### src/rtl/param_bus_processor.sv
// Multi-cycle processor moving every datapath transfer over one shared BUS; parametrised width/register count.
// Latency: mv/mvi/mvnz finish 1 cycle after the Run edge, ALU ops 3 cycles; Run is ignored while Busy.
module param_bus_processor #(
    parameter int DW  = 16,
    parameter int RAW = 3
) (
    input  logic          clk,
    input  logic          Reset,
    input  logic [DW-1:0] DIN,
    input  logic          Run,
    output logic          Done,
    output logic          Busy,
    output logic          Zero,
    output logic [DW-1:0] BUS
);
    localparam int IW   = 3 + 2 * RAW;
    localparam int NREG = 1 << RAW;

    localparam logic [1:0] T0 = 2'd0;
    localparam logic [1:0] T1 = 2'd1;
    localparam logic [1:0] T2 = 2'd2;
    localparam logic [1:0] T3 = 2'd3;

    localparam logic [2:0] OP_MV   = 3'b000;
    localparam logic [2:0] OP_MVI  = 3'b001;
    localparam logic [2:0] OP_ADD  = 3'b010;
    localparam logic [2:0] OP_SUB  = 3'b011;
    localparam logic [2:0] OP_AND  = 3'b100;
    localparam logic [2:0] OP_OR   = 3'b101;
    localparam logic [2:0] OP_XOR  = 3'b110;
    localparam logic [2:0] OP_MVNZ = 3'b111;

    logic [1:0]     step_q, step_d;
    logic [IW-1:0]  ir_q;
    logic [DW-1:0]  a_q;
    logic [DW-1:0]  g_q;
    logic [DW-1:0]  r_q [NREG];

    logic [2:0]     op;
    logic [RAW-1:0] rx, ry;
    logic           is_alu;
    logic           wr_en;
    logic [DW-1:0]  alu;

    assign op     = ir_q[IW-1 -: 3];
    assign rx     = ir_q[2*RAW-1 -: RAW];
    assign ry     = ir_q[RAW-1:0];
    assign is_alu = (op != OP_MV) && (op != OP_MVI) && (op != OP_MVNZ);

    generate
        if (DW > IW) begin : g_unused_din
            logic unused_din;
            assign unused_din = ^DIN[DW-1:IW];
        end
    endgenerate

    // Single bus source per step; zero whenever nothing drives it.
    always_comb begin
        BUS = '0;
        case (step_q)
            T1: begin
                if (op == OP_MVI)  BUS = DIN;
                else if (is_alu)   BUS = r_q[rx];
                else               BUS = r_q[ry];
            end
            T2:      BUS = r_q[ry];
            T3:      BUS = g_q;
            default: BUS = '0;
        endcase
    end

    always_comb begin
        alu = '0;
        case (op)
            OP_ADD:  alu = a_q + BUS;
            OP_SUB:  alu = a_q - BUS;
            OP_AND:  alu = a_q & BUS;
            OP_OR:   alu = a_q | BUS;
            OP_XOR:  alu = a_q ^ BUS;
            default: alu = '0;
        endcase
    end

    always_comb begin
        step_d = T0;
        case (step_q)
            T0:      step_d = Run ? T1 : T0;
            T1:      step_d = is_alu ? T2 : T0;
            T2:      step_d = T3;
            default: step_d = T0;
        endcase
    end

    assign Done  = ((step_q == T1) && !is_alu) || (step_q == T3);
    assign Busy  = (step_q != T0);
    assign Zero  = (g_q == '0);
    // mvnz still completes when G is zero, it just skips the write.
    assign wr_en = ((step_q == T1) && ((op == OP_MV) || (op == OP_MVI) ||
                                       ((op == OP_MVNZ) && (g_q != '0))))
                 || (step_q == T3);

    always_ff @(posedge clk) begin
        if (Reset) begin
            step_q <= T0;
            ir_q   <= '0;
            a_q    <= '0;
            g_q    <= '0;
            for (int i = 0; i < NREG; i++) r_q[i] <= '0;
        end else begin
            step_q <= step_d;
            if ((step_q == T0) && Run)    ir_q    <= DIN[IW-1:0];
            if ((step_q == T1) && is_alu) a_q     <= BUS;
            if (step_q == T2)             g_q     <= alu;
            if (wr_en)                    r_q[rx] <= BUS;
        end
    end
endmodule

### config.mk
export PLATFORM = sky130hd
export DESIGN_NAME = param_bus_processor
export DESIGN_NICKNAME = d
export VERILOG_FILES = /design/src/rtl/param_bus_processor.sv
export SDC_FILE = /design/constraint.sdc
export NUM_CORES = 1
export LEC_CHECK = 0
export BUFFER_PORTS_ARGS = -buffer_cell sky130_fd_sc_hd__clkbuf_2
export CAP_MARGIN = 10
export CORE_AREA = 10 10 144 146
export CTS_BUF_LIST = sky130_fd_sc_hd__clkbuf_8 sky130_fd_sc_hd__clkbuf_16
export DETAILED_ROUTE_END_ITERATION = 10
export DIE_AREA = 0 0 154 156
export GPL_TIMING_DRIVEN = 1
export MAX_ROUTING_LAYER = met4
export PLACE_DENSITY_LB_ADDON = 0.15
export SYNTH_ARGS = -nofsm -noshare
export SYNTH_HDL_FRONTEND = slang
export SYNTH_SLANG_ARGS = --single-unit
export TNS_END_PERCENT = 50
### constraint.sdc
create_clock -name clk -period 6 [get_ports clk]
set_input_delay 1.2 -clock clk [delete_from_list [all_inputs] [get_ports clk]]
set_output_delay 1.2 -clock clk [all_outputs]
set_load 0.02 [all_outputs]
==> results of run 1 <==
[power breakdown]
part           leakage (nW)  internal (mW)  switching (mW)  total (mW)
clock network         0.328          0.707           0.486        1.19
logic                  2.23          0.372           0.577       0.949
registers              1.72           1.37          0.0513        1.42
[logic make-up (layout without fill, tap and decap cells)]
| logic type | Yosys count | count (layout) |
|---|---|---|
| fa+ha+maj | 50 | 50 |
| xor+xnor | 27 | 27 |
| flops | 177 | 177 |
| buf+inv | 118 | 143 |
| compound gates | 175 | 175 |
| mux | 119 | 119 |
| simple gates | 323 | 323 |
[per-stage QoR]
step                worst slack, ps  hold WS [ps]   util  area (µm²)  power (mW)
floorplan                      1420           436      -       10600        2.12
global placement                844           447  0.616       11000        2.36
detailed placement              767           447  0.616       11000        2.37
CTS                             738           456  0.652       11600        3.54
global route                    333           490  0.652       11600        3.69
finish                          719           452  0.652       11600        3.56
[critical path, stage by stage (launching register included)]
cell      delay [ps]
dfxtp_1          810
mux4_2           600
mux2_2           300
nand2_1          100
o221a_2          420
nand3_1          270
o21ai_1          380
o21ai_0          190
xnor2_1          160
ha_1             330
nand3_1          160
a211o_1          350
a311oi_1         380
a31oi_1          180
o21ai_0          270
xnor2_1          150
o22ai_1           90
[worst paths after layout]
path                                to  slack, ps  cells after the start
setup reg to reg  g_q[15]$_SDFFE_PP0N_        720                     16
hold / removal               flip-flop        450                      2
setup / recovery  g_q[15]$_SDFFE_PP0N_        720                     16
hold reg to reg              flip-flop        450                      2
[sequential cells by signal, indices dropped and copies added, names as in the netlist, named ones only]
name	flops
g_q	16
ir_q	9
a_q	16
r_q	128
step_q	2
[per-layer routing]
layer	track usage	wire length [µm]	up-vias
met4	0.0999	1010	0
met5	-	0	-
li1	-	-	3652
met1	0.327	12200	3990
met2	0.404	14400	456
met3	0.0596	2980	75
[cell type report]
type / count / area (µm²) / share of cell area
multi-input combinational: 694 / 5300 / 0.456
tap: 229 / 287 / 0.0246
sequential: 177 / 4830 / 0.415
inverter: 42 / 158 / 0.0136
clock buffer: 22 / 528 / 0.0454
clock inverter: 10 / 104 / 0.00893
timing repair buffer: 69 / 425 / 0.0366
[layout by cell type (no fill, tap or decap), types with 5 or more instances in the layout]
| cell type | Yosys | routed |
|---|---|---|
| nor2_1 | 184 | 184 |
| edfxtp_1 | 128 | 128 |
| mux2i_1 | 54 | 54 |
| nand2_1 | 53 | 53 |
| a21oi_1 | 52 | 52 |
| mux4_2 | 50 | 50 |
| ha_1 | 49 | 49 |
| dfxtp_1 | 49 | 47 |
| inv_1 | 41 | 45 |
| clkbuf_2 | 0 | 37 |
| buf_4 | 4 | 32 |
| xnor2_1 | 23 | 23 |
| o22ai_1 | 22 | 22 |
| clkbuf_16 | 0 | 20 |
| nand2b_1 | 18 | 18 |
| nor3_1 | 18 | 18 |
| o21ai_0 | 15 | 15 |
| nand3_1 | 14 | 14 |
| mux2_2 | 14 | 14 |
| a22oi_1 | 9 | 9 |
| o31ai_1 | 9 | 9 |
| and2_1 | 9 | 9 |
| a221oi_1 | 9 | 9 |
| a31oi_1 | 8 | 8 |
| nor4_1 | 8 | 8 |
| nor2b_1 | 7 | 7 |
| a211oi_1 | 7 | 7 |
| o221a_2 | 6 | 6 |
| o21ai_1 | 6 | 6 |
| o41ai_1 | 5 | 5 |
==> metrics.md, run 1 <==
| Metric | Value |
|---|---|
| VDD IR-drop max | 0.000230 V |
| Most instantiated cells after synthesis | nor2_1 (184), edfxtp_1 (128), mux2i_1 (54), clkbuf_1 (53), nand2_1 (53) |
| DIE AREA | 24,000 µm² |
| Synth area leaders | edfxtp_1 (36%), mux4_2 (11%), dfxtp_1 (9.2%), nor2_1 (6.5%), ha_1 (5.8%) |
| Setup CP Type | reg -> reg |
| Max cap viols | 0 |
| Count of cell types in the netlist | 59 |
| First drt pass iteration count | 7 |
| Final period utilization | 0.880 |
| Vias in the first global route | 7,844 |
| Rows | 49 |
| Mux contribution to synthesized area | 0.173 |
| Share of synthesized flip-flops with an asynchronous set or reset | 0 |
| Die X | 154 µm |
| Top cell type's share of synthesized area | 0.362 |
| Min-delay src | ir_q[1]$_SDFFE_PP0P_ |
| Total CTS buffers | 17 |
| Setup TNS | 0 ps |
| Seq cells post-synth | 177 |
| Max-slew violation count | 0 |
| Cts repair resizes | 0 |
| Fmax | 189 MHz |
| Cell Pwr Density | 306 nW/µm² |
| Main synth FF type | edfxtp_1 |
| Hold WC Path Type | reg -> reg |
| Outcome | finished, final reports clean |
| DP Cell Count | 1,211 |
| Count leader, synth | nor2_1 |
| Worst Skew | 11.9 ps |
| Chip height | 156 µm |
| Total wire length | 30,700 µm |
| Adder-Cell Fraction of Synth Area | 0.0597 |
| Skew-Pair Late Insertion Delay | 450 ps |
| Starting Density | 0.595 |
| NumNets Final | 1,070 |
| Clock-pin slew on the worst setup and hold paths | 60 ps |
| Area grow syn2layout | 9.60% |
| Clock sink total | 177 |
| Fraction of layout cells with a size suffix above 1 | 0.176 |
| Core area | 17,800 µm² |
| Tot GR Track Use | 0.260 |
| Drt drc | 0 |
| Post-DP HPWL | 20,200 µm |
| Largest family of logic cells by synthesized area | multiplexers |
| Fill count | 1,399 |
| Synth Area in Simple Gates | 0.132 |
| Largest net degree at the start of global routing | 52 |
| First-pass GRT wire length | 46,700 µm |
| Slew margin rel. | 0.185 |
| Starting DRT DRC Count | 1,101 |
| Kind of end point of the critical path | flip-flop |
| Hold Buf Count CTS | 0 |
| I/O pin total | 38 |
| Avg WL per Cell | 24.7 µm |
| Setup Fix Bufs, Post-CTS | 0 |
| Via density | 6.58 |
| Port buffer count | 37 |
| Yosys warnings | 0 |
| Post-synthesis sequential area ratio | 0.455 |
| Area leader, netlist | edfxtp_1 |
| # setup viols final | 0 |
| Min Tclk post-route | 5280 ps |
| Worst path arrival time | 5580 ps |
| Final GP Congestion | 0.926 |
| Syn Area/Cell | 10.7 µm² |
| Finished Layout Cells | 1,243 |
| TritonCTS clock tree | built |
| Critical Path Start Type | flip-flop |
| Post-Syn Area | 10,600 µm² |
| Critical Path RT | 6300 ps |
| Cells after Synth | 989 |
| Syn nets | 1,058 |
| Vias after detailed routing | 8,173 |
| Pleak | 4.28 nW |
| Final hold vios | 0 |
| Post-synth EDFFs | 128 |
| Worst-margin pin slew | 1220 ps |
| Xor-xnor portion of the synthesized cell area | 0.0223 |
| CTS root buf | clkbuf_16 |
| Crit Path Max Fanout | 13 |
| RSZ-0062 raised after global routing | no |
| Post-synthesis compound-gate area fraction | 0.112 |
| CTS H-Tree Depth | 4 |
| ANT nets after route | 0 |
| Initial antenna violation count | 0 |
| Global route overflow | 0 |
| Antenna diodes | 0 |
| Clock tree buffer depth | 2 |
No activity file was read; power rests on OpenSTA's default activity.
==> run 2, diff against run 1 <==
--- a/config.mk
+++ b/config.mk
@@ -5,7 +5,7 @@
 export SDC_FILE = /design/constraint.sdc
 export NUM_CORES = 1
 export LEC_CHECK = 0
-export BUFFER_PORTS_ARGS = -buffer_cell sky130_fd_sc_hd__clkbuf_2
+export BUFFER_PORTS_ARGS = -buffer_cell sky130_fd_sc_hd__buf_2
 export CAP_MARGIN = 10
 export CORE_AREA = 10 10 144 146
 export CTS_BUF_LIST = sky130_fd_sc_hd__clkbuf_8 sky130_fd_sc_hd__clkbuf_16
==> run 2 against run 1 <==
- maximum frequency up 0.32%
- non-clock buffer count up 6
- global-route usage up 0.32 points
- critical path type unchanged
- count of clock-buffer cells in the layout down 2
- sequential cell count unchanged
==> metrics.md, run 2 (same netlist as run 1, synthesis figures left out) <==
| Metric | Value |
|---|---|
| VDD IR-drop max | 0.000234 V (+1.9%) |
| Worst Skew | 13.4 ps (+1.50 ps) |
| Skew-Pair Late Insertion Delay | 440 ps (about the same) |
| Switching pwr | 1.12 mW (+0.40%) |
| CTS root buf | clkbuf_16 |
| Top reg by flops | r_q |
| Antenna diodes | 0 (unchanged) |
| # setup viols final | 0 (unchanged) |
| Crit path max-delay family | compound AO/OA/AOI/OAI gates |
| Finished Layout Cells | 1,249 (+0.48%) |
| Tot GR Track Use | 0.264 (+0.00323) |
| Max-slew violation count | 0 (unchanged) |
| Post-route cell area | 11,600 µm² (-0.17%) |
| Setup CP Type | reg -> reg |
| Vias after detailed routing | 8,155 (-0.22%) |
| DP Cell Count | 1,217 (+0.50%) |
| Pleak | 4.28 nW (about the same) |
| Worst-path cell chain | mux4_2, mux2i_1, a22oi_1, a21oi_1, ha_1, nor2_1, xor2_1, ha_1, a21o_1, a21oi_1, o21bai_1, a21oi_1, o21ai_0, a31o_2, a41oi_1, mux2_2, nor4_1 |
| Clock tree buffer depth | 2 (unchanged) |
| CTS H-Tree Depth | 4 (unchanged) |
| Die X | 154 µm (unchanged) |
| Hold Buf Count CTS | 0 (unchanged) |
| Cts repair resizes | 0 (unchanged) |
| Largest net degree at the start of global routing | 54 (+3.8%) |
| Area grow syn2layout | 9.41% |
| Outcome | finished, final reports clean |
| Clk pwr share | 0.312 (-0.023) |
| Chip height | 156 µm (unchanged) |
| Final period utilization | 0.877 (-0.00280) |
| Setup slack, reg-to-reg | 740 ps (+20 ps) |
| CP dominant cell by count | a21oi_1 |
| Total CTS buffers | 17 (unchanged) |
| Avg WL per Cell | 24.5 µm (-0.47%) |
| Kind of end point of the critical path | flip-flop |
| Switch share | 0.325 (+0.0114) |
| Critical path's largest stage delay | 860 ps (+50 ps) |
| TritonCTS clock tree | built |
| Critical path depth | 17 (+1) |
| Min Tclk post-route | 5260 ps (-16.8 ps) |
| Fmax | 190 MHz (+0.32%) |
| Global route overflow | 0 (unchanged) |
| Slew margin rel. | 0.185 (+0.000651) |
| RSZ-0062 raised after global routing | no |
| Slowest CP cell | dfxtp_1 |
| DIE AREA | 24,000 µm² (unchanged) |
| Clock-pin slew on the worst setup and hold paths | 70 ps (about the same) |
| Starting DRT DRC Count | 917 (-17%) |
| Internal power | 2.33 mW (-4.7%) |
| Hold Crit Depth | 2 (unchanged) |
| Critical Path Start Type | flip-flop |
| Placed cell areas | 11,000 µm² (+0.41%) |
| Starting Density | 0.595 (unchanged) |
| ANT nets after route | 0 (unchanged) |
| Final GP Congestion | 0.909 (-1.9%) |
| Most frequent cells in the layout | nor2_1 (184), edfxtp_1 (128), mux2i_1 (54) |
| Post-DP HPWL | 20,900 µm (+3.2%) |
| Via density | 6.53 (-0.70%) |
| Cell Pwr Density | 297 nW/µm² (-2.9%) |
| First drt pass iteration count | 5 (-2) |
| Register share of total power | 0.413 (+0.015) |
| Setup Fix Bufs, Post-CTS | 0 (unchanged) |
| Final hold vios | 0 (unchanged) |
| Initial antenna violation count | 0 (unchanged) |
| Combinational fraction of design power | 0.275 (+0.008) |
| Crit path buffers/inverters | 0 (unchanged) |
| Max cap viols | 0 (unchanged) |
| NumNets Final | 1,076 (+0.56%) |
| Port buffer count | 37 (unchanged) |
| Fraction of layout cells with a size suffix above 1 | 0.181 (+0.00583) |
| Vias in the first global route | 7,854 (+0.13%) |
| First-pass GRT wire length | 47,300 µm (+1.2%) |
| Worst Reg2Reg Path Length in Cells | 17 (+1) |
| Clock sink total | 177 (unchanged) |
| Drt drc | 0 (unchanged) |
| Commonest non-fill, non-tap cell in the layout | nor2_1 |
| R2r endpoint | g_q[14]$_SDFFE_PP0N_ |
| Worst-margin pin slew | 1220 ps (-0.977 ps) |
| I/O pin total | 38 (unchanged) |
| Total wire length | 30,700 µm (about the same) |
| Core area | 17,800 µm² (unchanged) |
| Rows | 49 (unchanged) |
| Worst path arrival time | 5590 ps (about the same) |
| Crit Path Max Fanout | 14 (+1) |
| Critical Path RT | 6330 ps (+30 ps) |
| Setup TNS | 0 ps (unchanged) |
| Top flop regs | r_q: 128 flops, a_q: 16 flops, g_q: 16 flops |
| Min-delay src | ir_q[1]$_SDFFE_PP0P_ |
| Hold WC Path Type | reg -> reg |
| Largest register FFs | 128 (unchanged) |
==> run 2: area by class of cell <==
class	count	area, µm²
fillers	1442	6230
multi-input cells	694	5300
flip-flops and latches	177	4830
clock buffers	20	489
repair buffers	75	470
well taps	229	287
inverters	42	158
clock inverters	12	77.6
==> run 2: power by group through the flow <==
stage | logic, mW | clock network, mW | registers [mW]
after global routing | 1.03 | 1.13 | 1.43
after global placement | 0.923 | 0 | 1.44
after detailed placement | 0.928 | 0 | 1.45
final | 0.949 | 1.08 | 1.42
after CTS | 0.934 | 1.08 | 1.42
after floorplan | 0.708 | 0 | 1.41
==> run 2: layer usage <==
metal  global-route usage  vias up  wire length, µm
li1                     -     3669                -
met5                    -        -                0
met2                0.391      427            14100
met4               0.0873        0              850
met1                0.355     4003            12900
met3               0.0543       56             2870
==> run 2: metrics by stage <==
step / total power [mW] / hold slack (ps) / utilization / setup WS (ps)
2_1_floorplan: 2.12 / 436 / - / 1420
3_3_place_gp: 2.37 / 449 / 0.619 / 1020
3_5_place_dp: 2.37 / 448 / 0.619 / 823
4_1_cts: 3.44 / 456 / 0.651 / 784
5_1_grt: 3.59 / 492 / 0.651 / 371
6_report: 3.45 / 448 / 0.651 / 736
==> run 2: worst register-to-register path: stages (launching register included) <==
cell and delay, ps:
dfxtp_1 860, mux4_2 420, mux2i_1 220, a22oi_1 150, a21oi_1 490, ha_1 310, nor2_1 70, xor2_1 170
ha_1 330, a21o_1 200, a21oi_1 220, o21bai_1 90, a21oi_1 320, o21ai_0 160, a31o_2 280, a41oi_1 240
mux2_2 360, nor4_1 290
==> run 2: how the worst max path moves through the flow <==
stage	from	to	slack, ps
after floorplan	flip-flop	g_q[14]$_SDFFE_PP0N_	1420
after global placement	flip-flop	g_q[13]$_SDFFE_PP0N_	1020
after detailed placement	flip-flop	g_q[14]$_SDFFE_PP0N_	820
after CTS	flip-flop	g_q[14]$_SDFFE_PP0N_	780
after global routing	flip-flop	g_q[14]$_SDFFE_PP0N_	370
final	flip-flop	g_q[14]$_SDFFE_PP0N_	740
==> run 3, diff against run 2 <==
--- a/config.mk
+++ b/config.mk
@@ -7,10 +7,10 @@
 export LEC_CHECK = 0
 export BUFFER_PORTS_ARGS = -buffer_cell sky130_fd_sc_hd__buf_2
 export CAP_MARGIN = 10
-export CORE_AREA = 10 10 144 146
+export CORE_AREA = 10 10 148 150
 export CTS_BUF_LIST = sky130_fd_sc_hd__clkbuf_8 sky130_fd_sc_hd__clkbuf_16
 export DETAILED_ROUTE_END_ITERATION = 10
-export DIE_AREA = 0 0 154 156
+export DIE_AREA = 0 0 158 160
 export GPL_TIMING_DRIVEN = 1
 export MAX_ROUTING_LAYER = met4
 export PLACE_DENSITY_LB_ADDON = 0.15
==> constraint.sdc (replaced) <==
create_clock -name clk -period 4.8 [get_ports clk]
set_input_delay 0.96 -clock clk [delete_from_list [all_inputs] [get_ports clk]]
set_output_delay 0.96 -clock clk [all_outputs]
set_load 0.02 [all_outputs]
==> run 3 against run 2 <==
- final cell count grew 2.5%
- via count grew 2.4%
- clock power grew 23%
- total power grew 27%
- worst hold slack gained 19 ps
- final area grew 2.1%
- first-iteration DRC count grew 4.8%
- critical path depth is the same
- maximum frequency grew 14%
- critical endpoint unchanged
- largest power group unchanged
==> metrics.md, run 3 (same netlist as run 1, synthesis figures left out) <==
| Metric | Value |
|---|---|
| Outcome | finished, final reports clean |
| Total wire length | 31,800 µm (+3.8%) |
| Setup CP Type | reg -> reg |
| Clock sink total | 177 (unchanged) |
| Util after Layout | 0.621 (-0.0295) |
| Critical Path RT | 5130 ps (-1200 ps) |
| Worst-margin pin slew | 1250 ps (+25.2 ps) |
| Min Tclk post-route | 4630 ps (-634 ps) |
| Crit Path Max Fanout | 16 (+2) |
| Pleak | 4.39 nW (+2.6%) |
| Max cap viols | 0 (unchanged) |
| Global route overflow | 0 (unchanged) |
| CTS H-Tree Depth | 4 (unchanged) |
| Total CTS buffers | 17 (unchanged) |
| Most frequent cells in the layout | nor2_1 (184), edfxtp_1 (128), buf_4 (56) |
| Fmax | 216 MHz (+14%) |
| Die X | 158 µm (+2.6%) |
| Starting Density | 0.556 (-0.0386) |
| First drt pass iteration count | 5 (unchanged) |
| # setup viols final | 0 (unchanged) |
| Finished Layout Cells | 1,280 (+2.5%) |
| DIE AREA | 25,300 µm² (+5.2%) |
| CTS root buf | clkbuf_16 |
| Post-DP HPWL | 21,700 µm (+3.8%) |
| Largest net degree at the start of global routing | 44 (-19%) |
| Final hold vios | 0 (unchanged) |
| Antenna diodes | 0 (unchanged) |
| Max-slew violation count | 0 (unchanged) |
| Kind of end point of the critical path | flip-flop |
| Final GP Congestion | 0.941 (+3.6%) |
| NumNets Final | 1,098 (+2.0%) |
| VDD IR-drop max | 0.000261 V (+12%) |
| I/O pin total | 38 (unchanged) |
| Rows | 51 (+4.1%) |
| DP Cell Count | 1,244 (+2.2%) |
| Slew margin rel. | 0.168 (-0.0168) |
| Hold Crit Depth | 2 (unchanged) |
| Drt drc | 0 (unchanged) |
| Vias in the first global route | 8,201 (+4.4%) |
| Top flop regs | r_q: 128 flops, a_q: 16 flops, g_q: 16 flops |
| Core area | 19,100 µm² (+6.9%) |
| Hold Buf Count CTS | 0 (unchanged) |
| TritonCTS clock tree | built |
| Worst Skew | 14.4 ps (+1.02 ps) |
| Clock tree buffer depth | 2 (unchanged) |
| Via density | 6.52 (-0.12%) |
| Hold WC Path Type | reg -> reg |
| Fraction of layout cells with a size suffix above 1 | 0.204 (+0.0230) |
| Tot GR Track Use | 0.262 (-0.00193) |
| First-pass GRT wire length | 48,800 µm (+3.2%) |
| Worst path arrival time | 4960 ps (-630 ps) |
| Initial antenna violation count | 0 (unchanged) |
| Clock-pin slew on the worst setup and hold paths | 70 ps (about the same) |
| Top reg by flops | r_q |
| ANT nets after route | 0 (unchanged) |
| Setup TNS | 0 ps (unchanged) |
| Commonest non-fill, non-tap cell in the layout | nor2_1 |
| Avg WL per Cell | 24.9 µm (+1.3%) |
| Final period utilization | 0.965 (+0.0872) |
| Cell Pwr Density | 368 nW/µm² (+24%) |
| Vias after detailed routing | 8,347 (+2.4%) |
| Chip height | 160 µm (+2.6%) |
| Skew-Pair Late Insertion Delay | 430 ps (about the same) |
| Largest register FFs | 128 (unchanged) |
| Worst Reg2Reg Path Length in Cells | 17 (unchanged) |
| Starting DRT DRC Count | 961 (+4.8%) |
| Critical Path Start Type | flip-flop |
| Area grow syn2layout | 11.7% |
| Port buffer count | 37 (unchanged) |
## run 3: changes by cell type in the layout (fill, tap and decap cells not counted), moves of 2 or more
cell | previous run | this run
a21oi_1 | 52 | 49
a21oi_2 | 0 | 3
buf_12 | 0 | 3
buf_4 | 38 | 56
clkbuf_16 | 19 | 17
inv_4 | 3 | 0
inv_6 | 2 | 4
## run 3: worst max-delay path: stages, from the launching register on
cell     delay, ps
dfxtp_4        480
buf_4          210
buf_4          280
mux2_1         350
o22ai_1        270
nor3_1         140
o31ai_4        320
buf_4          200
a21oi_1         70
xnor2_1        130
ha_1           330
a21o_1         170
a21oi_1        250
o21ai_0        180
a31o_2         280
a41oi_1        220
mux2_2         360
nor4_1         280
## run 3: worst paths after layout
path	slack, ps	endpoint	from
hold reg to reg	470	ir_q[0]$_SDFFE_PP0P_	ir_q[0]$_SDFFE_PP0P_
hold / removal	470	ir_q[0]$_SDFFE_PP0P_	ir_q[0]$_SDFFE_PP0P_
setup reg to reg	170	g_q[14]$_SDFFE_PP0N_	flip-flop
setup / recovery	170	g_q[14]$_SDFFE_PP0N_	flip-flop
## run 3: power by group
group / switching, mW / internal (mW)
clock: 0.615 / 0.713
combinational: 0.762 / 0.509
sequential: 0.0586 / 1.71
total: 1.44 / 2.93
## run 3: area by class of cell
type	instances	area, µm²
Fill cell	1577	7230
Multi-Input combinational cell	694	5350
Sequential cell	177	4830
Timing Repair Buffer	97	677
Clock buffer	17	425
Tap cell	238	298
Inverter	42	158
Clock inverter	15	121
## run 3: what timing repair did
item	CTS	global route
setup buffers	0	4
resized for setup	1	11
pin swaps	0	2
endpoints found under the setup margin	1	4
cloned	0	0
## run 3: per-layer routing
metal	up-vias	track usage	part of all wire
met5	-	-	0
met4	0	0.0897	0.030
met3	61	0.0674	0.11
met2	473	0.391	0.45
met1	4112	0.340	0.41
li1	3701	-	-
## run 3: through the flow
| stage | total power [mW] | hold WS (ps) | area [µm²] | setup WS, ps |
|---|---|---|---|---|
| 3_3_place_gp | 3.00 | 445 | 11200 | 179 |
| 5_1_grt | 4.53 | 496 | 11900 | -38.6 |
| 6_report | 4.36 | 467 | 11900 | 170 |
| 3_5_place_dp | 3.01 | 456 | 11200 | 18.8 |
| 2_1_floorplan | 2.65 | 436 | 10600 | 222 |
| 4_1_cts | 4.32 | 471 | 11800 | 46.2 |
